`src/rtl/traffic_light_monitor_pkg.sv`:
```
// Shared light codes, error bit positions and monitor FSM state type.
package traffic_light_monitor_pkg;

  localparam logic [1:0] LIGHT_RED    = 2'b00;
  localparam logic [1:0] LIGHT_GREEN  = 2'b01;
  localparam logic [1:0] LIGHT_ORANGE = 2'b10;
  localparam logic [1:0] LIGHT_BAD    = 2'b11;

  localparam int ERR_CODE  = 0;
  localparam int ERR_SEQ   = 1;
  localparam int ERR_DWELL = 2;

  typedef enum logic [1:0] {
    ST_SYNC,
    ST_RED,
    ST_GREEN,
    ST_ORANGE
  } mon_state_e;

endpackage

```
`src/rtl/traffic_light_monitor_dwell.sv`:
```
// Saturating run-length counter for the sampled light code; restart loads 1.
module light_dwell_counter #(
  parameter int CNT_W = 8
) (
  input  logic             clk,
  input  logic             reset,
  input  logic             restart,
  output logic [CNT_W-1:0] count
);

  always_ff @(posedge clk) begin
    if (reset) begin
      count <= '0;
    end else if (restart) begin
      count <= CNT_W'(1);
    end else if (count != '1) begin
      count <= count + CNT_W'(1);
    end
  end

endmodule

```
`src/rtl/traffic_light_monitor.sv`:
```
// Passive protocol/dwell checker for the traffic-light bus; never drives the light.
// state     | meaning
// ST_SYNC   | not locked; waiting for a RED sample
// ST_RED    | locked, light is RED; GREEN allowed only after a request
// ST_GREEN  | locked, light is GREEN; exactly GREEN_CYCLES samples before ORANGE
// ST_ORANGE | locked, light is ORANGE; exactly ORANGE_CYCLES samples before RED
module traffic_light_monitor
  import traffic_light_monitor_pkg::*;
#(
  parameter int GREEN_CYCLES  = 3,
  parameter int ORANGE_CYCLES = 2,
  parameter int CNT_W         = 8
) (
  input  logic             clk,
  input  logic             reset,
  input  logic             in,
  input  logic [1:0]       light,
  output logic [2:0]       err,
  output logic             err_sticky,
  output logic             cycle_done,
  output logic [CNT_W-1:0] cycles_seen,
  output logic             synced
);

  localparam logic [CNT_W-1:0] GREEN_LIM  = CNT_W'(GREEN_CYCLES);
  localparam logic [CNT_W-1:0] ORANGE_LIM = CNT_W'(ORANGE_CYCLES);

  mon_state_e       state, state_next;
  logic [1:0]       last_light;
  logic             prev_in;
  logic [CNT_W-1:0] dwell;
  logic             restart;
  logic             code_err, seq_err, dwell_err;
  logic [2:0]       err_next;
  logic             done_next;

  // dwell == 0 only right after reset, so the first sample always starts a fresh run
  assign restart = (light != last_light) || (dwell == '0);

  light_dwell_counter #(.CNT_W(CNT_W)) u_dwell (
    .clk     (clk),
    .reset   (reset),
    .restart (restart),
    .count   (dwell)
  );

  always_comb begin
    state_next = state;
    code_err   = 1'b0;
    seq_err    = 1'b0;
    dwell_err  = 1'b0;
    done_next  = 1'b0;
    err_next   = '0;
    // dwell still holds the run length up to the previous sample here
    case (state)
      ST_SYNC: begin
        if (light == LIGHT_RED) state_next = ST_RED;
      end
      ST_RED: begin
        if (light == LIGHT_GREEN) begin
          if (prev_in) state_next = ST_GREEN;
          else         seq_err    = 1'b1;
        end else if (light == LIGHT_ORANGE) begin
          seq_err = 1'b1;
        end
      end
      ST_GREEN: begin
        if (light == LIGHT_ORANGE) begin
          if (dwell == GREEN_LIM) state_next = ST_ORANGE;
          else                    dwell_err  = 1'b1;
        end else if (light == LIGHT_RED) begin
          seq_err = 1'b1;
        end else if (light == LIGHT_GREEN && dwell == GREEN_LIM) begin
          dwell_err = 1'b1;
        end
      end
      ST_ORANGE: begin
        if (light == LIGHT_RED) begin
          if (dwell == ORANGE_LIM) begin
            state_next = ST_RED;
            done_next  = 1'b1;
          end else begin
            dwell_err = 1'b1;
          end
        end else if (light == LIGHT_GREEN) begin
          seq_err = 1'b1;
        end else if (light == LIGHT_ORANGE && dwell == ORANGE_LIM) begin
          dwell_err = 1'b1;
        end
      end
      default: state_next = ST_SYNC;
    endcase
    if (light == LIGHT_BAD) code_err = 1'b1;
    if (code_err)       err_next[ERR_CODE]  = 1'b1;
    else if (seq_err)   err_next[ERR_SEQ]   = 1'b1;
    else if (dwell_err) err_next[ERR_DWELL] = 1'b1;
    if (err_next != '0) begin
      state_next = ST_SYNC;
      done_next  = 1'b0;
    end
  end

  always_ff @(posedge clk) begin
    if (reset) begin
      state       <= ST_SYNC;
      last_light  <= LIGHT_RED;
      prev_in     <= 1'b0;
      err         <= '0;
      err_sticky  <= 1'b0;
      cycle_done  <= 1'b0;
      cycles_seen <= '0;
      synced      <= 1'b0;
    end else begin
      state      <= state_next;
      last_light <= light;
      prev_in    <= in;
      err        <= err_next;
      err_sticky <= err_sticky | (err_next != '0);
      cycle_done <= done_next;
      if (done_next && cycles_seen != '1) cycles_seen <= cycles_seen + CNT_W'(1);
      synced     <= (state_next != ST_SYNC);
    end
  end

endmodule

```
`config.mk`:
```
export PLATFORM = sky130hd
export DESIGN_NAME = traffic_light_monitor
export DESIGN_NICKNAME = d
export VERILOG_FILES = /design/src/rtl/traffic_light_monitor_pkg.sv /design/src/rtl/traffic_light_monitor_dwell.sv /design/src/rtl/traffic_light_monitor.sv
export SDC_FILE = /design/constraint.sdc
export NUM_CORES = 1
export LEC_CHECK = 0
export CORE_ASPECT_RATIO = 1.5
export CORE_MARGIN = 4
export CORE_UTILIZATION = 48
export CTS_CLUSTER_SIZE = 14
export DETAILED_ROUTE_END_ITERATION = 6
export GPL_TIMING_DRIVEN = 0
export PLACE_DENSITY = 0.74
export SYNTH_ARGS = -nofsm -noshare
export SYNTH_HDL_FRONTEND = slang
export SYNTH_SLANG_ARGS = --single-unit
```
`constraint.sdc`:
```
create_clock -name clk -period 1.8 [get_ports clk]
set_input_delay 0.18 -clock clk [delete_from_list [all_inputs] [get_ports clk]]
set_output_delay 0.18 -clock clk [all_outputs]
set_load 0.03 [all_outputs]
```
==> metrics, run 1 <==
grt total ovfl 0; global-route wire length before repair 5650 um; Main synth FF type dfxtp_1; vias in the first global route 1,313; Critical Path Fanout Max 10; sequential area share after synthesis 39.2%; Crit-path slowest cell nor3_4; LEAKAGE 0.613 nW; fmax 556 MHz; count leader, synth dfxtp_1; RSZ-0062 raised after global routing yes; WP data arrival just under 2 ns; Cells after Synth 157; Inserted Diodes 0; setup TNS 0 ns; Final Setup Violations 0; syn avg cell area about 9 um^2; Worst Hold Class primary input to flip-flop; worst skew pair latency 0.27 ns; clock root buffer clkbuf_8; Syn Std Cell Area 1380 um^2; Clock transition at path regs 0.09 ns; WL/cell 15.4 um; Period Utilization, post-route 99.9%; async set-reset flop share out of synthesis 0%; relative slew slack 67.7%; largest family of logic cells by synthesized area simple AND/OR/NAND/NOR gates; Worst Setup End Kind flip-flop; DRC Markers 0; top area cells in the synthesized netlist dfxtp_1 (39%), a21oi_1 (4.0%), ha_1 (3.6%); row count 23; Final Wtd Congestion 0.759; largest net degree at the start of global routing 15; Layout Utilization 67.6%; io pins 19; Buffers & Inverters on Critical Path 0; minimum clock period 1.80 ns; net count after synthesis 166; Die Y 73.6 um; Yosys cell types 46; Simple-Gate Fraction of Synth Area between 20% and 30%; DR iter-0 viols 40; antenna violations before repair 0; CTS tree yes; adder-cell share of the synthesized area about 3.6%; Fin Hold WS 0.276 ns; final hold vios 0; Core ar. ~2700 um^2; layout overhead on the synthesized area 32.8%; mux cell area share after synthesis around 2.4%; Starting Density 50.9%; XOR/XNOR share of the synthesized area 3.18%; area leader, netlist dfxtp_1; width of the die about 52 um; Vias 1,302; pwr/cell area 575 nW/um^2; critical path cell sequence ha_1 -> nand3_1 -> nor3_4 -> nor4_4 -> mux2_4; Setup Skew between 0.003 and 0.004 ns; worst vdd ir 0.490 mV; Post-synth top cells dfxtp_1 (27), a21oi_1 (11), nor2_1 (11); CTS HTree Levels 1; Worst path max stage delay 0.48 ns; Post-Place Setup Slack -0.266 ns; CTS Buf Count 3; CP Class flip-flop to flip-flop; Synth top area share 39.2%; Max-Cap Viols 0; WP data required 1.97 ns; Final Worst Setup Slack 0.00180 ns; routed vias/inst just under 6; area of the die 3810 um^2; Routed WL 3370 um; nets 192; I/O Buffers 16; GRT Overall Usage 19.4%; CP top delay family simple AND/OR/NAND/NOR gates; Max Root-Sink Buffers 2; max-slew violations 0; Slew @ Worst Pin 0.485 ns; complex-gate fraction of the synthesized area 17.9%; post-synthesis register bit count 27; clk sinks 27; Post-synth EDFFs 0; Worst setup SP type flip-flop; layout cells sized above 1 20.3%; Pwr Total 1.05 mW; Ys Warns 0; Detail Placement HPWL 2330 um; Pre-antenna DRT Iters 4; status complete, no violations; DRT antenna net count 0
-- flip-flops by register name, indices dropped and copies added, names as in the netlist --
| register | count |
|---|---|
| cycle_done | 1 |
| cycles_seen | 8 |
| err | 3 |
| err_sticky | 1 |
| last_light | 2 |
| prev_in | 1 |
| state | 2 |
| synced | 1 |
| u_dwell.count | 8 |
-- logic make-up after synthesis --
logic type,Yosys count
xor gates and xnor gates,5
and+or+nand+nor,64
AOI/OAI and AO/OA,38
adders and majority gates,4
DFF,27
muxes,3
buffers and inverters,16
-- path summary, 6_finish.rpt --
kind                          from                to  slack [ns]  depth (start not counted)
setup / recovery    cycles_seen[1]    cycles_seen[5]       0.002                          5
hold / removal            light[1]            err[0]        0.28                          2
setup reg to reg    cycles_seen[1]    cycles_seen[5]       0.002                          5
hold reg to reg   u_dwell.count[1]  u_dwell.count[1]        0.52                          2
-- layout make-up --
type                       instances  area [um^2]
buffer                             5         28.8
sequential                        27          551
fill                             246          876
multi-input combinational        114          915
inverter                          10         37.5
timing repair buffer              22          206
tap                               37         46.3
clock buffer                       4         45.0
-- power by group --
part	internal [mW]	total, mW	switching, mW	leakage [nW]
Clock	0.159	0.344	0.185	0.0228
Sequential	0.606	0.614	0.00787	0.222
Combinational	0.0386	0.0942	0.0555	0.369
Total	0.803	1.05	0.249	0.613
-- cells in the final DEF (no fill, tap or decap), types with 4 or more instances in the layout --
cell type / netlist / routed
clkdlybuf4s50_1: 0 / 16
a21oi_1: 11 / 11
ha_1: 4 / 4
nor2_1: 11 / 10
inv_1: 10 / 10
buf_4: 0 / 4
dfxtp_1: 27 / 23
nor3_1: 6 / 4
a31oi_1: 6 / 6
nand3_1: 7 / 7
nor2b_1: 5 / 4
-- stage by stage --
step                cells  cell area [um^2]
floorplan             157              1380
global placement      210              1590
detailed placement    210              1590
CTS                   218              1740
global route          219              1830
finish                219              1830
-- repair_timing --
item	CTS	global route
endpoints found under the hold margin	0	0
hold buffers	0	0
setup buffers	5	2
resized for setup	23	16
pin swaps	11	5
endpoints found under the setup margin	12	14
-- worst register-to-register path, stage by stage (launching register included) --
cell	delay (ns)
dfxtp_1	0.42
ha_1	0.23
nand3_1	0.19
nor3_4	0.48
nor4_4	0.08
mux2_4	0.31
-- layer usage --
layer	part of all wire, %	routed length [um]	GRT usage [%]
met5	0	0	0
met4	1.2	41	9.04
met3	2.6	86	2.23
met2	56	1900	36.7
met1	40	1340	20.7
Power figures use the tool's default switching activity.
==> run 2: changes to the inputs <==
- ABC_AREA: not set -> 1
==> run 2 against run 1 <==
  * Clock skew rose by 0.0013 ns
  * Largest cell class unchanged
  * Hold slack got worse by 0.050 ns
  * Worst setup slack improved by 0.15 ns
  * Routed wire length fell by 18%
  * Synthesized cell count rose by 22%
  * Flip-flop and latch count did not move
  * Utilization fell by 7.6 points
  * Combinational power fell by 9.8%
  * Non-clock buffer count fell by 8
  * Global-route usage fell by 2.3 points
==> metrics, run 2 <==
DRT antenna net count 0 (unchanged); Pre-antenna DRT Iters 4 (unchanged); Vias 1,239 (-4.8%); layout overhead on the synthesized area 18.1%; WL/cell 11.1 um (-28%); row count 23 (unchanged); CP Class flip-flop to primary output; LEAKAGE 0.661 nW (+7.8%); io pins 19 (unchanged); WP data arrival 1.47 ns (-0.50 ns); Inst Count DP 245 (+17%); grt total ovfl 0 (unchanged); area leader, netlist dfxtp_1; Main synth FF type dfxtp_1; net count after synthesis 201 (+21%); sequential area share after synthesis 38.9% (-0.35 points); # hold bufs at CTS 0 (unchanged); Fin Hold WS 0.226 ns (-0.0499 ns); Slew @ Worst Pin 0.427 ns (-0.0576 ns); width of the die 51.9 um (+0.39%); Post-Place Setup Slack 0.0700 ns (+0.336 ns); minimum clock period 1.65 ns (-0.149 ns); routed vias/inst 4.98 (-16%); status complete, no violations; Worst Hold Class primary input to flip-flop; cts repair resizes 0 (-100%); count leader, synth nor2_1; Critical Path Fanout Max 5 (-5); vias in the first global route 1,255 (-4.4%); max-slew violations 0 (unchanged); postcts setup bufs 0 (-5); Syn Std Cell Area 1390 um^2 (+0.91%); Post-synth EDFFs 0 (unchanged); Clock transition at path regs 0.09 ns (about the same); Inserted Diodes 0 (unchanged); Core ar. 2730 um^2 (+1.1%); commonest cells after routing, fill and taps aside nor2_1 (33), nand2_1 (31), dfxtp_1 (27); most common cell after layout, fill and taps aside nor2_1; Starting Density 50.8% (-0.078 points); CP top delay family buffers and inverters; CTS Buf Count 3 (unchanged); area of the die 3840 um^2 (+0.80%); Fillers 257 (+4.5%); setup TNS 0 ns (unchanged); Final Worst Setup Slack 0.150 ns (+0.149 ns); Ys Warns 0 (unchanged); Routed WL 2770 um (-18%); Cells after Synth 192 (+22%); Setup Skew 0.00512 ns (+0.00129 ns); WP data required 1.62 ns (-0.35 ns); Final Wtd Congestion 0.774 (+2.0%); nets 222 (+16%); Worst Setup End Kind primary output; I/O Buffers 16 (unchanged); post-synthesis register bit count 27 (unchanged); Period Utilization, post-route 91.6% (-8.3 points); Max-Cap Viols 0 (unchanged); worst skew pair latency 0.27 ns (about the same); layout cells sized above 1 9.91% (-10 points); Post-synth top cells nor2_1 (33), nand2_1 (31), dfxtp_1 (27); RSZ-0062 raised after global routing no; Detail Placement HPWL 2160 um (-7.3%); worst vdd ir 0.390 mV (-21%); pwr/cell area 635 nW/um^2 (+10%); final hold vios 0 (unchanged); Yosys cell types 25 (-46%); Worst setup SP type flip-flop; CTS HTree Levels 1 (unchanged); Pwr Total 1.04 mW (-0.90%); fmax 606 MHz (+9.0%); Non-Filler Instances 249 (+14%); clock root buffer clkbuf_8; biggest regs cycles_seen (8), u_dwell.count (8), err (3); Worst path max stage delay 0.74 ns (+0.26 ns); antenna violations before repair 0 (unchanged); relative slew slack 71.5% (+3.8 points); top area cells in the synthesized netlist dfxtp_1 (39%), nor2_1 (8.9%), nand2_1 (8.4%); syn avg cell area 7.24 um^2 (-17%); DRC Markers 0 (unchanged); Die Y 73.9 um (+0.41%); CTS tree yes; DR iter-0 viols 27 (-33%); Buffers & Inverters on Critical Path 1 (+1); critical path cell sequence clkdlybuf4s50_1; largest net degree at the start of global routing 15 (unchanged); Max Root-Sink Buffers 2 (unchanged); global-route wire length before repair 5030 um (-11%); Crit-path slowest cell clkdlybuf4s50_1; async set-reset flop share out of synthesis 0% (unchanged); Final Setup Violations 0 (unchanged); Synth top area share 38.9% (-0.35 points); clk sinks 27 (unchanged); GRT Overall Usage 17.1% (-2.3 points)
==> run 2: changes by cell type after synthesis, sizes merged, moves of 5 or more <==
cell	delta
a21oi	+5
a31oi	-6
inv	+14
nand2	+32
nand3	+16
nor2	+27
nor2b	-5
xor2	+5
==> run 2: layer usage <==
metal	share of wire, %	track usage (%)	vias to the layer above	routed length, um
met5	0	0	-	0
li1	-	-	648	-
met2	53	32.2	17	1480
met4	2.0	8.45	0	56
met1	43	18.1	569	1190
met3	1.8	1.83	5	50
==> run 2: cells by family after synthesis <==
kind of cell / synth area share (%)
and+or+nand+nor: 34.7
buffers and inverters: 7.38
DFF: 38.9
xor gates and xnor gates: 6.93
AOI/OAI and AO/OA: 8.55
adders and majority gates: 3.60
==> run 2: per-stage QoR <==
| step | cell area (um^2) | utilization (%) |
|---|---|---|
| floorplan | 1390 | - |
| global placement | 1600 | 58.4 |
| detailed placement | 1600 | 58.4 |
| CTS | 1640 | 60.0 |
| global route | 1640 | 60.0 |
| finish | 1640 | 60.0 |
==> run 2: final timing paths <==
kind	start	to	slack (ns)	depth (start not counted)
worst min-delay path	light[0]	last_light[0]	0.23	3
worst min register to register	err_sticky	err_sticky	0.48	2
worst max-delay path	cycles_seen[5]	cycles_seen[5]	0.15	1
worst max register to register	cycles_seen[0]	cycles_seen[2]	0.21	9
==> run 2: cell type report <==
class	instances	area, um^2	area share [%]
tap	37	46.3	2.82
inverter	24	90.1	5.49
timing repair buffer	16	160	9.76
multi-input combinational	138	747	45.5
clock buffer	4	45.0	2.74
buffer	3	12.5	0.762
sequential	27	541	32.9
==> run 2: report_power, final <==
part	switching [mW]	leakage [nW]	total (mW)	internal [mW]
Combinational	0.0532	0.419	0.0850	0.0318
Clock	0.184	0.0228	0.343	0.159
Sequential	0.00602	0.219	0.615	0.609
Total	0.243	0.661	1.04	0.799
==> run 3: changes to the inputs <==
- CORE_MARGIN: 4 -> not set
- SLEW_MARGIN: not set -> 15
==> run 3 against run 2 <==
  * Sequential power about the same
  * Cell count unchanged
  * Worst setup slack better by 0.012 ns
  * Via count about the same
  * Non-clock buffer count unchanged
  * Final area about the same
  * Register-to-register slack worse by 0.05 ns
  * Sequential share of layout area about the same
  * Critical path depth unchanged
  * Die area down 19%
  * Clock skew up 0.0012 ns
  * Routed wire length up 3.1%
  * Critical path type unchanged
  * Largest cell class unchanged
==> metrics, run 3 (synthesized netlist as in run 2, its figures left out) <==
Final Worst Setup Slack 0.162 ns (+0.0116 ns); DRC Markers 0 (unchanged); Die Y 67.9 um (-8.1%); grt total ovfl 0 (unchanged); Worst R2R Setup Slack 0.16 ns (-0.05 ns); pwr/cell area 644 nW/um^2 (+1.4%); Buffers & Inverters on Critical Path 1 (unchanged); setup TNS 0 ns (unchanged); most common cell after layout, fill and taps aside nor2_1; global-route wire length before repair 4760 um (-5.3%); GRT Overall Usage 20.7% (+3.7 points); part of the power in the clock network 33.7% (+0.8 points); width of the die 45.9 um (-12%); largest net degree at the start of global routing 16 (+1); WP data required 1.62 ns (about the same); Vias 1,238 (-0.081%); row count 23 (unchanged); WL/cell 11.5 um (+3.1%); fmax 611 MHz (+0.71%); CTS tree yes; Max-Cap Viols 0 (unchanged); LEAKAGE 0.664 nW (+0.41%); Post-Place Setup Slack 0.0936 ns (+0.0236 ns); Fin Hold WS 0.219 ns (-0.00743 ns); Worst Hold Class primary input to flip-flop; vias in the first global route 1,187 (-5.4%); RSZ-0062 raised after global routing no; CP top delay family buffers and inverters; CTS HTree Levels 1 (unchanged); worst vdd ir 0.510 mV (+31%); final hold vios 0 (unchanged); # hold bufs at CTS 0 (unchanged); Clock transition at path regs 0.10 ns (about the same); relative slew slack 68.1% (-3.4 points); I/O Buffers 16 (unchanged); Setup Skew 0.00634 ns (+0.00122 ns); area of the die 3120 um^2 (-19%); nets 222 (unchanged); Pre-antenna DRT Iters 4 (unchanged); Crit-path slowest cell clkdlybuf4s50_1; Switching Fraction 24.7% (+1.3 points); minimum clock period 1.64 ns (-0.0116 ns); DRT antenna net count 0 (unchanged); clk sinks 27 (unchanged); status complete, no violations; postcts setup bufs 0 (unchanged); layout cells sized above 1 10.4% (+0.47 points); clock root buffer clkbuf_8; Worst path max stage delay 0.72 ns (-0.02 ns); layout overhead on the synthesized area 18.2% (about the same); antenna violations before repair 0 (unchanged); Worst Setup End Kind primary output; Routed WL 2860 um (+3.1%); CTS Buf Count 3 (unchanged); Critical Path Fanout Max 5 (unchanged); Fillers 277 (+7.8%); Final Setup Violations 0 (unchanged); NetSw 0.261 mW (+7.3%); Inserted Diodes 0 (unchanged); io pins 19 (unchanged); Max Root-Sink Buffers 2 (unchanged); Detail Placement HPWL 2170 um (+0.69%); Pwr Total 1.06 mW (+1.4%); DR iter-0 viols 31 (+15%); fin area 1640 um^2 (about the same); max-slew violations 0 (unchanged); WP data arrival 1.46 ns (about the same); Starting Density 51.4% (+0.54 points); commonest cells after routing, fill and taps aside nor2_1 (33), nand2_1 (31), dfxtp_1 (27); Slew @ Worst Pin 0.478 ns (+0.0507 ns); DP Area 1600 um^2 (unchanged); Comb power frac 8.1% (about the same); Core ar. 2710 um^2 (-1.1%); Sequential Power Share 58.1% (-0.9 points); Period Utilization, post-route 91.0% (-0.65 points); critical path cell sequence clkdlybuf4s50_1; Worst setup SP type flip-flop; CP Class flip-flop to primary output; worst skew pair latency 0.28 ns (about the same); Pint 0.796 mW (-0.35%); Final Wtd Congestion 0.847 (+9.4%); cts repair resizes 0 (unchanged); routed vias/inst 4.97 (about the same); biggest regs cycles_seen (8), u_dwell.count (8), err (3)
[run 3: cell count changes in the layout (fill, tap and decap cells not counted), sizes merged]
cell and change:
clkbuf -1, clkinv +1
[run 3: worst paths after layout]
path,cells after the start,startpoint,end
hold reg to reg,2,err_sticky,err_sticky
setup reg to reg,9,cycles_seen[0],cycles_seen[7]
setup / recovery,1,cycles_seen[5],cycles_seen[5]
hold / removal,3,light[0],last_light[0]
[run 3: routing by layer]
| layer | track usage [%] | wire (um) |
|---|---|---|
| met5 | 0 | 0 |
| met4 | 10.3 | 50 |
| met3 | 3.17 | 94 |
| met2 | 38.2 | 1520 |
| met1 | 21.7 | 1190 |
[run 3: stage by stage]
stage	utilization [%]	instances
finish	60.7	249
global route	60.7	249
CTS	60.7	249
detailed placement	59.0	245
global placement	59.0	245
floorplan	-	192
[run 3: power groups by stage]
stage | clock network [mW] | registers [mW] | logic [mW]
floorplan | 0 | 0.637 | 0.0502
global placement | 0 | 0.628 | 0.0836
detailed placement | 0 | 0.629 | 0.0854
CTS | 0.360 | 0.615 | 0.0861
global route | 0.383 | 0.617 | 0.0967
finish | 0.357 | 0.615 | 0.0856
[run 3: cell type report]
type                    count  area [um^2]  share of cell area (%)
inverters                  24         90.1                    5.48
clock inverters             1         5.00                   0.305
clock buffers               3         41.3                    2.51
multi-input cells         138          747                    45.5
plain buffers               3         12.5                   0.762
flip-flops and latches     27          541                    32.9
well taps                  37         46.3                    2.82
repair buffers             16          160                    9.75
